### config.mk
export PLATFORM = sky130hd
export DESIGN_NAME = bus_arbiter4
export DESIGN_NICKNAME = d
export VERILOG_FILES = /design/src/rtl/bus_arbiter4.sv
export SDC_FILE = /design/constraint.sdc
export NUM_CORES = 1
export LEC_CHECK = 0
export ABC_AREA = 1
export CELL_PAD_IN_SITES_DETAIL_PLACEMENT = 0
export CELL_PAD_IN_SITES_GLOBAL_PLACEMENT = 1
export CORE_UTILIZATION = 45
export DETAILED_ROUTE_END_ITERATION = 8
export DONT_BUFFER_PORTS = 1
export GPL_ROUTABILITY_DRIVEN = 1
export PLACE_DENSITY = 0.86
export SLEW_MARGIN = 25
export SYNTH_ARGS = -nofsm -noshare
export SYNTH_HDL_FRONTEND = slang
export SYNTH_SLANG_ARGS = --single-unit
### constraint.sdc
create_clock -name sys_clk -period 3.45 [get_ports sys_clk]
set_clock_uncertainty 0.15 [all_clocks]
set_input_delay 0.5175 -clock sys_clk [delete_from_list [all_inputs] [get_ports sys_clk]]
set_output_delay 0.5175 -clock sys_clk [all_outputs]
set_load 0.02 [all_outputs]
### src/rtl/bus_arbiter4.sv
// Four-master memory bus arbiter: master 0 has fixed top priority, masters 1-3 rotate.
// Ownership runs IDLE -> OWN -> one dead TURN cycle, with an ownership timeout.
module bus_arbiter4 #(
  parameter int TIMEOUT = 15,
  parameter int TW      = 4
) (
  input  logic       sys_clk,
  input  logic       reset,
  input  logic [3:0] req,
  input  logic [3:0] lock,
  input  logic       done,
  output logic [3:0] gnt,
  output logic [1:0] owner,
  output logic       busy,
  output logic       timeout_err
);

  localparam logic [1:0] IDLE = 2'd0;
  localparam logic [1:0] OWN  = 2'd1;
  localparam logic [1:0] TURN = 2'd2;

  localparam logic [TW-1:0] TIMER_LAST = TW'(TIMEOUT - 1);
  localparam logic [TW-1:0] TIMER_MAX  = '1;

  logic [1:0]    state_q, state_d;
  logic [3:0]    gnt_q, gnt_d;
  logic [1:0]    owner_q, owner_d;
  logic          busy_q, busy_d;
  logic          timeoutErr_q, timeoutErr_d;
  logic [1:0]    rrPtr_q, rrPtr_d;
  logic [TW-1:0] timer_q, timer_d;

  logic [1:0] rrCand1, rrCand2;
  logic       winValid;
  logic [1:0] winIdx;

  // Round-robin successor within masters 1..3 (3 wraps back to 1).
  function automatic logic [1:0] nextRr(input logic [1:0] idx);
    return (idx == 2'd3) ? 2'd1 : idx + 2'd1;
  endfunction

  assign rrCand1 = nextRr(rrPtr_q);
  assign rrCand2 = nextRr(rrCand1);

  always_comb begin
    winValid = 1'b0;
    winIdx   = 2'd0;
    if (req[0]) begin
      winValid = 1'b1;
      winIdx   = 2'd0;
    end else if (req[rrPtr_q]) begin
      winValid = 1'b1;
      winIdx   = rrPtr_q;
    end else if (req[rrCand1]) begin
      winValid = 1'b1;
      winIdx   = rrCand1;
    end else if (req[rrCand2]) begin
      winValid = 1'b1;
      winIdx   = rrCand2;
    end
  end

  always_comb begin
    state_d      = state_q;
    gnt_d        = gnt_q;
    owner_d      = owner_q;
    busy_d       = busy_q;
    timeoutErr_d = 1'b0;
    rrPtr_d      = rrPtr_q;
    timer_d      = timer_q;
    case (state_q)
      IDLE, TURN: begin
        state_d = IDLE;
        gnt_d   = 4'b0000;
        busy_d  = 1'b0;
        if (winValid) begin
          state_d = OWN;
          gnt_d   = 4'b0001 << winIdx;
          owner_d = winIdx;
          busy_d  = 1'b1;
          timer_d = '0;
          if (winIdx != 2'd0) begin
            rrPtr_d = nextRr(winIdx);
          end
        end
      end
      OWN: begin
        // done outranks the timeout so a completion on the last allowed cycle is clean.
        if (done && lock[owner_q] && req[owner_q]) begin
          timer_d = '0;
        end else if (done || !req[owner_q]) begin
          state_d = TURN;
          gnt_d   = 4'b0000;
          busy_d  = 1'b0;
        end else if (timer_q == TIMER_LAST) begin
          state_d      = TURN;
          gnt_d        = 4'b0000;
          busy_d       = 1'b0;
          timeoutErr_d = 1'b1;
        end else if (timer_q != TIMER_MAX) begin
          timer_d = timer_q + 1'b1;
        end
      end
      default: begin
        state_d = IDLE;
        gnt_d   = 4'b0000;
        busy_d  = 1'b0;
      end
    endcase
  end

  always_ff @(posedge sys_clk or posedge reset) begin
    if (reset) begin
      state_q      <= IDLE;
      gnt_q        <= 4'b0000;
      owner_q      <= 2'd0;
      busy_q       <= 1'b0;
      timeoutErr_q <= 1'b0;
      rrPtr_q      <= 2'd1;
      timer_q      <= '0;
    end else begin
      state_q      <= state_d;
      gnt_q        <= gnt_d;
      owner_q      <= owner_d;
      busy_q       <= busy_d;
      timeoutErr_q <= timeoutErr_d;
      rrPtr_q      <= rrPtr_d;
      timer_q      <= timer_d;
    end
  end

  assign gnt         = gnt_q;
  assign owner       = owner_q;
  assign busy        = busy_q;
  assign timeout_err = timeoutErr_q;

endmodule
==> results of run 1 <==
==> final cells by class <==
class	instances	area [um2]	area share
clock buffer	4	26.3	0.0228
multi-input combinational	119	613	0.532
sequential	15	377	0.327
inverter	27	101	0.0879
tap	28	35.0	0.0304
==> cell families after synthesis <==
| family | count (synthesis) | share of synthesized area |
|---|---|---|
| and+or+nand+nor | 101 | 0.415 |
| buffers and inverters | 27 | 0.0929 |
| DFF | 15 | 0.345 |
| AOI/OAI and AO/OA | 8 | 0.0390 |
| adders and majority gates | 8 | 0.0917 |
| xor gates and xnor gates | 2 | 0.0161 |
==> layout by cell type (no fill, tap or decap), drive strengths merged <==
cell | Yosys | layout
dfrtp | 14 | 14
o21ai | 6 | 6
inv | 27 | 27
nand4 | 1 | 1
nand2 | 64 | 64
o31ai | 1 | 1
dfstp | 1 | 1
nor2 | 14 | 14
nor4 | 1 | 1
a21oi | 1 | 1
clkbuf | 0 | 4
xnor2 | 1 | 1
and3 | 1 | 1
and2 | 1 | 1
xor2 | 1 | 1
ha | 8 | 8
nand3 | 19 | 19
==> where the power goes <==
group,total (mW),switching [mW],internal [mW]
registers,0.333,0.0935,0.240
clock network,0.102,0.0573,0.0449
logic,0.635,0.416,0.220
total,1.07,0.567,0.504
==> metrics by stage <==
| stage | power (mW) | setup WS [ps] | area, um2 | cells |
|---|---|---|---|---|
| 6_report | 1.07 | 864 | 1150 | 193 |
| 5_1_grt | 1.20 | 598 | 1150 | 193 |
| 4_1_cts | 1.08 | 880 | 1150 | 193 |
| 3_5_place_dp | 0.962 | 938 | 1130 | 189 |
| 3_3_place_gp | 0.944 | 982 | 1130 | 189 |
| 2_1_floorplan | 0.840 | 1100 | 1090 | 161 |
==> layer usage <==
metal	vias up	global-route usage	part of all wire
met4	0	0.0811	0.0053
met2	31	0.349	0.46
met5	-	0	0
met1	442	0.263	0.48
li1	503	-	-
met3	2	0.0268	0.058
==> worst reg2reg max path: cells and delay by family (launching register included) <==
family	cells	cell delay (ps)
flops	1	570
fa+ha+maj	2	620
compound gates	1	90
simple gates	9	920
buf+inv	2	170
==> final timing paths <==
kind	startpoint	end
min reg2reg	state_q[1]	timeout_err
max reg2reg	rrPtr_q[0]	rrPtr_q[0]
min	reset	gnt[3]
max	rrPtr_q[0]	rrPtr_q[0]
max in group asynchronous	reset	rrPtr_q[0]
min in group sys_clk	done	timeout_err
==> state kept, by name, indices dropped and copies added (netlist names) <==
register     flops
gnt              4
timer_q          4
owner            2
rrPtr_q          2
state_q          2
timeout_err      1
==> summary by stage, run 1 <==
STA
The part of the cycle the worst path needs is 0.750. Setup repair after global routing left no endpoint under its margin. The pin slew with the least headroom to its limit is 560 ps. Setup violations remaining at the end of the flow were counted as 0. The number of failing hold endpoints at the final stage was 0. The worst pin sits at a relative slew slack of 0.626.

The highest attainable clock frequency is 387 MHz. Adding up every negative setup slack in the final design gives 0 ps. The tightest hold path in the finished design has a slack of 7.75 ps. The worst path in the final design needs a cycle of 2590 ps, including I/O delays and setup. The max-slew violation total from the final report is 0.

Placed design
Input and output buffers added on the ports amount to 0. The post-detailed-placement half-perimeter wirelength is 1.75 mm. Routability-driven placement finished with a final weighted congestion of 0.866.

Global route
The wire length of the first global-routing pass is 4.03 mm. After global routing the overflow that remains totals 0. In the global route stage, overall resource usage came out at 0.205. The number of global-route vias before repair was 1021. The initial antenna violation count is 0. Entering global routing, the biggest net connects 16 pins.

Run status
The run finished with clean final reports.

Final layout
The number of nets in the final layout is 185. The number of inserted diodes is 0. The number of fillers in the final layout is 228. The proportion of layout cells with a drive suffix above 1 is 0.109.

Measured on the finished design, the core utilization comes to 0.511. The synthesis-to-layout area growth is 5.62%.

Die
The floorplan step defined a die boundary enclosing 2630 um2. The floorplan step set the die width to around 51 um. The total area inside the core boundary comes to 2250 um2. After floorplanning, the core was divided into 17 placement rows. From bottom edge to top edge, the die measures 51.2 um. For this configuration, the core starts out at a cell density of 0.484.

During I/O placement, the number of pins put on the boundary was 19.

Clocking
No sink is reached through more buffers than the 2 on the longest clock path. The clock insertion delay at the later pin of the skew report is 280 ps. In this run, post-CTS repair resized a total of 0 instances. The clock transition time at the flip-flop clock pins of the worst setup and hold paths is 90 ps.

The maximum level of the CTS H-tree is 1. The post-CTS repair timing setup buffer count is 0. The CTS tree is built. The clock buffer count from CTS is 3. The clock tree root driver cell is clkbuf_4.

Hold repair after CTS inserted 0 buffers. The CTS sink count is 15.

Job
Across the run, the number of max-cap violations was 0.

Synth
In the synthesized netlist the dominant register cell turns out to be dfrtp_1. The Yosys step of the flow raised 0 warnings. dfrtp_1 takes more of the synthesized area than any other cell. The synthesized area per cell is between 6 and 7 um2.

The share of flip-flops with an asynchronous set or reset is 1.00. Sorting the synthesized cells by area gives the leading types as dfrtp_1 32%, nand2_1 20%, ha_1 9.2%, nand3_1 8.3%, inv_1 8.3%. The number of different library cells used by synthesis comes to 23.

After synthesis the netlist holds a flip-flop and latch count of 15. In the synthesized netlist, the cells that appear most often are 59 x nand2_1, 24 x inv_1, 18 x nand3_1. The number of instances in the synthesized netlist is between 150 and 200.

The library cell with the highest instance count after synthesis is nand2_1. Summing every instance area after synthesis gives 1090 um2. The share of the synthesized area in the top cell type is 0.321. Yosys mapped a number of flops with a built-in enable equal to 0. The share of synthesized area occupied by flip-flops and latches is 0.345. The number of nets handed over by synthesis was 180.

Pwr
Summed over all cells, the static leakage comes to about 0.67 nW. The worst-case vdd ir drop is ~610 uV. In this run the power density over the cells is 929 nW/um2.

Worst setup path
By instance count, the cell type seen most on the critical path is nand2_1. Counting buffers and inverters, the worst setup path is 14 cells deep. The worst setup path is captured at a flop. The critical path goes through inv_1 -> ha_1 -> nand2_1 -> nand2_1 -> nor2_1 -> nor2_2 -> nand3_1 -> and2_4 -> nor2_4 -> inv_1 -> ha_1 -> nor2_2 -> nand2_1 -> o21ai_1. The critical path contains buffers and inverters numbering 2 combined.

Data on the critical path is required at its endpoint by about 3500 ps. The worst register-to-register path has a setup slack of 860 ps. The cell type of the slowest stage on the worst timing path is dfstp_2.

The stage delay of the slowest cell on the critical path is 570 ps. STA classifies the critical path startpoint as a flop. STA puts the critical path data arrival time at 2650 ps.

The category of cells accounting for the largest share of critical-path delay is simple AND/OR/NAND/NOR gates. The number of cell instances on the worst register-to-register path is 14. The worst setup path is of the reg2reg kind. The critical-path maximum fanout is 6.

Drt
In the routed design, unresolved DRC markers number 0. After detailed routing, the average wire length per cell comes to 11.8 um. In this run, the number of DRC markers left after iteration 0 of detailed routing was 43. Across all layers, the routed design uses 978 vias. The post-detailed-route count of antenna-violating nets is 0. The pre-antenna-repair detailed-routing pass consisted of 4 iterations. The total wire length after detailed routing is about 2.3 mm. Dividing the detail-routed via count by the number of cells gives approximately 5.1.

Worst hold path
The worst min-delay path class is in2async.
Power figures use the tool's default switching activity.
==> run 2: changes to the inputs <==
ABC_AREA = 0   (was 1)
PLACE_DENSITY = 0.79   (was 0.86)
clock period = 2.7 ns   (was 3.45 ns; I/O delays follow)
==> run 2 against run 1 <==
  * Total power grew 21%
  * Final cell count shrank 29%
  * First-iteration DRC count shrank 44%
  * Non-clock buffer count grew 10
  * Die area shrank 5.3%
  * Final area grew 3.6%
  * Synthesized area shrank 5.5%
  * Flip-flop and latch count is the same
  * Register-to-register slack lost 720 ps
  * Sequential share of layout area shrank 1.1 points
  * Largest power group unchanged
  * Worst hold slack gained 23 ps
  * Clock power grew 25%
==> summary by stage, run 2 <==
Placed design
The global placer's final weighted congestion was 0.956 (+10%). The worst setup slack after placement is -5.07 ps (-943 ps). The post-detailed-placement half-perimeter wirelength is 1.76 mm (+0.57%). The number of port buffers is 0 (unchanged). The number of placed instances with taps included is 129 (-32%).

Drt
The met3 routed wirelength was 132 um (+0.76%). The total wire length after detailed routing is 2.27 mm (-0.13%). The post-detailed-route count of antenna-violating nets is 0 (unchanged). The detailed-route wire length per cell is 16.6 um (+41%).

The met2 routed wirelength is 1.19 mm (+14%). The DRC violation count after routing is 0 (unchanged). The highest routed metal layer is met4. The overall via count from detail_route is 830 (-15%). The number of violations reported at the end of detailed-routing iteration 0 is 24 (-44%). The routed via count divided by cell count was 6.06 (+20%). The detailed-router iteration count before antenna repair is 4 (unchanged). The detailed-route wire length on metal 1 is 937 um (-13%).

Die
The die height is 49.9 um (-2.7%). The starting density of the core came to 0.500 (+0.0161). The die area is 2490 um2 (-5.3%). The placeable core region came to 2060 um2 (-8.5%). The placement row count came to 16 (-1). The width of the die is 49.9 um (-2.7%). The number of top-level pins is 19 (unchanged).

Final layout
Leaving out fill and tap cells, the most frequent cells in the layout are 14 x dfrtp_1, 9 x buf_4, 7 x nand2_1, 7 x inv_1, 6 x ha_1. The proportion of layout cells with a drive suffix above 1 is 0.255 (+0.145). The synthesis-to-layout area growth is 15.8%.

The register area is 377 um2 (unchanged). The area of the multi-input gates is 653 um2 (+6.5%). The number of fillers in the final layout is 172 (-25%).

The most common library cell in the layout ignoring fill and taps is dfrtp_1. The number of nets in the final layout is 130 (-30%). The number of inserted diodes was 0 (unchanged). The count of non-filler cells in the finished layout is 137 (-29%).

Pwr
The leakage dissipation is 0.538 nW (-19%). The total power per unit cell area came to 1090 nW/um2 (+17%). The worst-case vdd ir drop came to 633 uV (+3.5%).

Clocking
The clock insertion delay at the later pin of the skew report was 280 ps (about the same). The maximum level of the CTS H-tree came to 1 (unchanged). TritonCTS built the clock tree.

The clock buffer count from CTS is 3 (unchanged). The clock transition time at the flip-flop clock pins of the worst setup and hold paths came to 90 ps (about the same). The CTS sink count is 15 (unchanged). Clock tree synthesis selected as its root buffer the cell clkbuf_4. The buffer depth of the longest clock path was 2 (unchanged).

STA
The max-slew violation total from the final report is 0 (unchanged). Setup repair after global routing left no endpoint under its margin. The post-route setup TNS is 0 ps (unchanged).

The setup-violating endpoint count in the final report is 0 (unchanged). The tightest hold margin is 31.2 ps (+23.4 ps). The highest attainable clock frequency is 391 MHz (+1.1%).

The pin slew with the least headroom to its limit is 574 ps (+14.6 ps). The worst setup slack after layout was 142 ps (-722 ps). The number of failing hold endpoints at the final stage came to 0 (unchanged). The minimum clock period is 2560 ps (-28.0 ps). The worst slew margin relative to its limit came to 0.617 (-0.00974). The part of the cycle the worst path needs is 0.947 (+0.198).

Worst setup path
The stage delay of the slowest cell on the critical path was 550 ps (-20 ps). The type of the worst setup path is reg2reg. The worst setup path is captured at a flop. The launch point of the worst reg-to-reg path is rrPtr_q[0]. The required arrival time at the worst endpoint is 2720 ps (-790 ps).

In this run the critical register-to-register path is captured at rrPtr_q[1]. STA classifies the critical path startpoint as a flop. The number of cell instances on the worst register-to-register path was 10 (-4). The critical-path maximum fanout is 6 (unchanged).

Traced cell by cell, the critical path runs through inv_1 -> ha_2 -> nand2b_4 -> a21o_1 -> o221a_1 -> a311oi_2 -> inv_1 -> ha_2 -> nor2_2 -> mux2_1. The data arrival time at the worst-slack endpoint came to 2580 ps (-70 ps). Among all stages on the critical path, the largest delay is contributed by dfstp_2. The category of cells accounting for the largest share of critical-path delay is compound AO/OA/AOI/OAI gates. The setup slack of the worst register-to-register path is 140 ps (-720 ps).

The number of buffers and inverters on the critical path came to 2 (unchanged).

Worst hold path
For hold timing, the worst endpoint is timeout_err. The worst min-delay path class is in2reg. Along the worst hold path, the cell count comes to 1.

The worst hold path begins at done.

Synth
The post-synthesis cell area was 1030 um2 (-5.5%). By area the synthesized netlist is led by dfrtp_1 34%, ha_1 9.7%, mux2_1 4.4%, mux4_2 4.4%, a22o_1 3.4%. The library cell with the highest instance count after synthesis is dfrtp_1. The count of distinct cell types in the synthesized netlist is 39 (+70%). The number of instances in the synthesized netlist is 97 (-40%).

Of all cell types, the one taking the most synthesized area is dfrtp_1. The number of synthesized flops with an enable pin is 0 (unchanged). The share of synthesized area occupied by flip-flops and latches was 0.365 (+0.0201). The share of flip-flops with an asynchronous set or reset came to 1.00 (unchanged).

The post-synthesis register bit count is 15 (unchanged). For this run, the leading register cell type out of synthesis is dfrtp_1. The net count after synthesis is 116 (-36%). The commonest cells after synthesis are 14 x dfrtp_1, 8 x ha_1, 7 x inv_1, 7 x nand2_1, 6 x nor2_1. The number of synthesis warnings came to 0 (unchanged). The share of the synthesized area in the top cell type is 0.340 (+0.0187). The synthesized area per cell is 10.6 um2 (+57%).

Job
The number of max-capacitance violations reported is 0 (unchanged).

Global route
The initial antenna violation count came to 0 (unchanged). The overall overflow remaining after global route is 0 (unchanged). The global routing usage summed across all routing layers is 0.215 (+0.00921).

The number of global-route vias before repair is 840 (-18%). The wire length of the first global-routing pass is 3.98 mm (-1.2%). The pin count of the biggest net entering global routing is 16 (unchanged).

Run status
The run finished with clean final reports.
==> run 2: cell count changes after synthesis, sizes merged, moves of 6 or more <==
cell	change
nand3	-16
mux2	+6
nor2	-8
inv	-20
nand2	-57
==> run 2: power by group <==
part,switching (mW),internal (mW),total (mW)
registers,0.135,0.298,0.434
logic,0.365,0.373,0.738
clock network,0.0702,0.0573,0.128
total,0.570,0.729,1.30
==> run 2: stage by stage <==
step           power (mW)  area (um2)  utilization
4_1_cts              1.29        1180        0.570
3_3_place_gp         1.12        1120        0.544
6_report             1.30        1190        0.579
5_1_grt              1.41        1190        0.579
2_1_floorplan       0.941        1050            -
3_5_place_dp         1.13        1120        0.544
==> run 2: cell families (layout without fill, tap and decap cells) <==
logic type | count (synthesis) | count (layout) | synth area share
fa+ha+maj | 8 | 8 | 0.0971
buf+inv | 8 | 21 | 0.0291
compound gates | 27 | 27 | 0.211
flops | 15 | 15 | 0.365
mux | 9 | 9 | 0.126
simple gates | 30 | 30 | 0.171
==> run 2: area by class of cell <==
cell class	instances	share of cell area
Clock buffer	4	0.0220
Sequential cell	15	0.316
Tap cell	27	0.0283
Multi-Input combinational cell	74	0.547
Inverter	7	0.0220
Timing Repair Buffer	10	0.0650
==> run 2: metal layers <==
metal,up-vias,track usage
met3,2,0.0772
met5,-,0
li1,398,-
met2,24,0.356
met1,406,0.263
met4,0,0.0524
==> run 2: timing repair <==
action                                  4_1_cts  5_1_grt
resized for setup                             1        2
hold buffers                                  1        0
pin swaps                                     1        2
setup buffers                                 2        1
cloned                                        0        0
endpoints found under the setup margin        1        3
endpoints found under the hold margin        14        0
==> run 2: worst register-to-register path: cells and delay by family (launching register included) <==
family                     cells  cell delay, ps
DFF                            1             550
buffers and inverters          2             160
muxes                          1             330
adders and majority gates      2             420
and+or+nand+nor                2             260
AOI/OAI and AO/OA              3             600
==> run 2: worst max path at each step <==
stage	to	start	cells after the start
floorplan	rrPtr_q[1]	rrPtr_q[0]	10
global placement	rrPtr_q[1]	rrPtr_q[0]	10
detailed placement	rrPtr_q[1]	rrPtr_q[0]	10
CTS	rrPtr_q[1]	rrPtr_q[0]	10
global route	rrPtr_q[1]	rrPtr_q[0]	9
finish	rrPtr_q[1]	rrPtr_q[0]	10
==> run 3: changes to the inputs <==
CORE_UTILIZATION = 47   (was 45)
PLACE_DENSITY = 0.82   (was 0.79)
==> run 3 against run 2 <==
  * Combinational power rose by 1%
  * Global-route usage down 1.7 points
  * Critical path depth down 1
  * Largest cell class unchanged
  * Die area shrank 4.1%
  * Clock power hardly changed
  * Sequential power about the same
  * Via count decreased by 2.9%
  * Total power is 0.70% higher
  * Flip-flop and latch count is the same
  * Sequential share of layout area about the same
==> summary by stage, run 3 (synthesized netlist as in run 2, its figures left out) <==
Worst setup path
The endpoint identified for the worst register-to-register timing path is rrPtr_q[1]. The data arrival time at the worst-slack endpoint was 2640 ps (+60 ps). The number of cell instances on the worst register-to-register path came to 9 (-1). The type of the worst setup path is reg2reg.

The category of cells accounting for the largest share of critical-path delay is flip-flops. The stage delay of the slowest cell on the critical path is 550 ps (about the same). The critical-path maximum fanout is 6 (unchanged).

Traced cell by cell, the critical path runs through ha_1 -> nand2b_1 -> nand2_1 -> o221a_1 -> a311oi_2 -> inv_1 -> ha_4 -> nor2_4 -> mux2_1. The number of buffers and inverters on the critical path is 1 (-1). The setup slack of the worst register-to-register path is 70 ps (-70 ps). STA classifies the critical path startpoint as a flop. In this run the critical register-to-register path is launched from rrPtr_q[0]. The cell type of the slowest stage on the worst timing path is dfstp_2. The kind of capture point of the worst setup path is a flop.

The required arrival time at the worst endpoint is 2720 ps (about the same).

Global route
The global routing usage summed across all routing layers came to 0.197 (-0.0173). The initial antenna violation count was 0 (unchanged). The number of global-route vias before repair is 784 (-6.7%). The overall overflow remaining after global route is 0 (unchanged). The pin count of the biggest net entering global routing is 16 (unchanged). The wire length of the first global-routing pass is 3.59 mm (-9.7%).

Pwr
The reported net switching power was 586 uW (+2.8%). The total power draw came to 1.31 mW (+0.70%). The clock share of power is 0.099 (about the same). The net switching fraction of the power is 0.448 (+0.00912).

The relative contribution of combinational cells to total power is 0.571 (+0.003). The worst-case vdd ir drop is 493 uV (-22%). The internal power is 722 uW (-0.94%).

The leakage dissipation is 0.534 nW (-0.75%). The power share of the sequential group is 0.331 (-0.003). The total power per unit cell area was 1090 nW/um2 (+0.59%).

Clocking
The maximum level of the CTS H-tree was 1 (unchanged). The clock buffer count from CTS is 3 (unchanged). The cell sitting at the root of the clock tree is a clkbuf_4.

The clock insertion delay at the later pin of the skew report came to 280 ps (about the same). The CTS tree is built. The buffer depth of the longest clock path is 2 (unchanged). The clock transition time at the flip-flop clock pins of the worst setup and hold paths came to 100 ps (about the same).

The CTS sink count came to 15 (unchanged).

Run status
The flow ran to the end, and the final reports show no timing, DRC or antenna violations.

STA
The number of failing hold endpoints at the final stage came to 0 (unchanged). The minimum clock period is 2630 ps (+69.9 ps). The worst slew margin relative to its limit is 0.623 (+0.00652). The part of the cycle the worst path needs is 0.973 (+0.0259). The setup-violating endpoint count in the final report came to 0 (unchanged).

The highest attainable clock frequency is 381 MHz (-2.7%). The max-slew violation total from the final report is 0 (unchanged). The pin slew with the least headroom to its limit is 565 ps (-9.76 ps). The post-route setup TNS is 0 ps (unchanged).

Drt
The detailed-router iteration count before antenna repair is 4 (unchanged). The total wire length after detailed routing is 2.23 mm (-1.6%). The DRC violation count after routing is 0 (unchanged). The detailed-route wire length per cell is 16.5 um (-0.13%).

The number of violations reported at the end of detailed-routing iteration 0 is 21 (-13%). The overall via count from detail_route is 806 (-2.9%). The post-detailed-route count of antenna-violating nets is 0 (unchanged). The routed via count divided by cell count is 5.97 (-1.5%).

Final layout
The area of the multi-input gates was 668 um2 (+2.3%). The proportion of layout cells with a drive suffix above 1 is 0.250 (-0.00455). The register area came to 377 um2 (unchanged). The number of fillers in the final layout is 177 (+2.9%). The number of nets in the final layout is 128 (-1.5%). The core utilization of the finished layout came to 0.597 (+0.0180). The number of inserted diodes is 0 (unchanged).

The library cell used most frequently in the layout, excluding fill and tap cells, is dfrtp_1. In the layout the commonest cells are 14 x dfrtp_1, 7 x nand2_1, 7 x inv_1, 7 x buf_4, 6 x ha_1. Relative to the synthesized area, the layout overhead comes to 15.9%.

Die
The starting density of the core is 0.515 (+0.0150). The placeable core region was 2000 um2 (-2.9%). The number of top-level pins came to 19 (unchanged).

The die height is 48.8 um (-2.1%). The die area was 2380 um2 (-4.1%). The width of the die is 48.8 um (-2.1%). The placement row count came to 16 (unchanged).

Job
The number of max-capacitance violations reported is 0 (unchanged).

Worst hold path
The worst min-delay path class is in2reg. The hold-critical path depth was 1 (unchanged). The startpoint identified for the worst hold timing path is done.

For hold timing, the worst endpoint is timeout_err.

Placed design
The post-detailed-placement half-perimeter wirelength was 1.65 mm (-5.9%). The global placer's final weighted congestion is 0.820 (-14%). The number of port buffers is 0 (unchanged).
==> run 3: cell types whose count changed in the layout (fill, tap and decap cells not counted) <==
cell      before  now
buf_4          9    7
clkbuf_1       1    0
clkinv_2       0    1
ha_2           2    1
ha_4           0    1
nor2_2         1    0
nor2_4         0    1
==> run 3: worst max path at each step <==
stage / start / end / slack (ps) / depth (start not counted)
2_1_floorplan: rrPtr_q[0] / rrPtr_q[1] / 10 / 10
3_3_place_gp: rrPtr_q[0] / rrPtr_q[1] / 50 / 10
3_5_place_dp: rrPtr_q[0] / rrPtr_q[1] / 20 / 10
4_1_cts: rrPtr_q[0] / rrPtr_q[1] / 6 / 10
5_1_grt: rrPtr_q[1] / rrPtr_q[1] / -40 / 10
6_report: rrPtr_q[0] / rrPtr_q[1] / 70 / 9
==> run 3: what timing repair did <==
| action | in CTS | in global routing |
|---|---|---|
| setup endpoints to repair | 0 | 1 |
| resized for setup | 0 | 5 |
| setup buffers | 0 | 2 |
| hold endpoints to repair | 14 | 0 |
| hold buffers | 1 | 0 |
==> run 3: area by class of cell <==
type	instances	share of cell area
Clock buffer	3	0.0188
Clock inverter	1	0.00419
Inverter	7	0.0220
Multi-Input combinational cell	74	0.559
Sequential cell	15	0.315
Tap cell	27	0.0283
Timing Repair Buffer	8	0.0524
==> run 3: layer usage <==
| layer | part of all wire | GRT usage |
|---|---|---|
| met1 | 0.47 | 0.261 |
| met2 | 0.47 | 0.301 |
| met3 | 0.051 | 0.0623 |
| met4 | 0.0085 | 0.0735 |
| met5 | 0 | 0 |
==> run 3: worst register-to-register path, delay by kind of cell, from the launching register on <==
family / cells / cell delay (ps)
and+or+nand+nor: 3 / 380
buffers and inverters: 1 / 130
muxes: 1 / 340
adders and majority gates: 2 / 440
AOI/OAI and AO/OA: 2 / 520
DFF: 1 / 550
==> run 3: power groups by stage <==
stage / Sequential, mW / Clock, mW / Combinational (mW)
floorplan: 0.409 / 0 / 0.532
global placement: 0.434 / 0 / 0.660
detailed placement: 0.437 / 0 / 0.665
CTS: 0.431 / 0.134 / 0.672
global route: 0.444 / 0.141 / 0.809
finish: 0.432 / 0.129 / 0.746
==> run 3: through the flow <==
step	instances	setup WS, ps	hold WS, ps	instance area (um2)
6_report	135	71.9	45.1	1190
5_1_grt	135	-38.5	32.8	1190
4_1_cts	133	5.51	45.5	1150
3_5_place_dp	128	24.0	232	1110
3_3_place_gp	128	51.7	223	1110
2_1_floorplan	97	14.7	156	1050
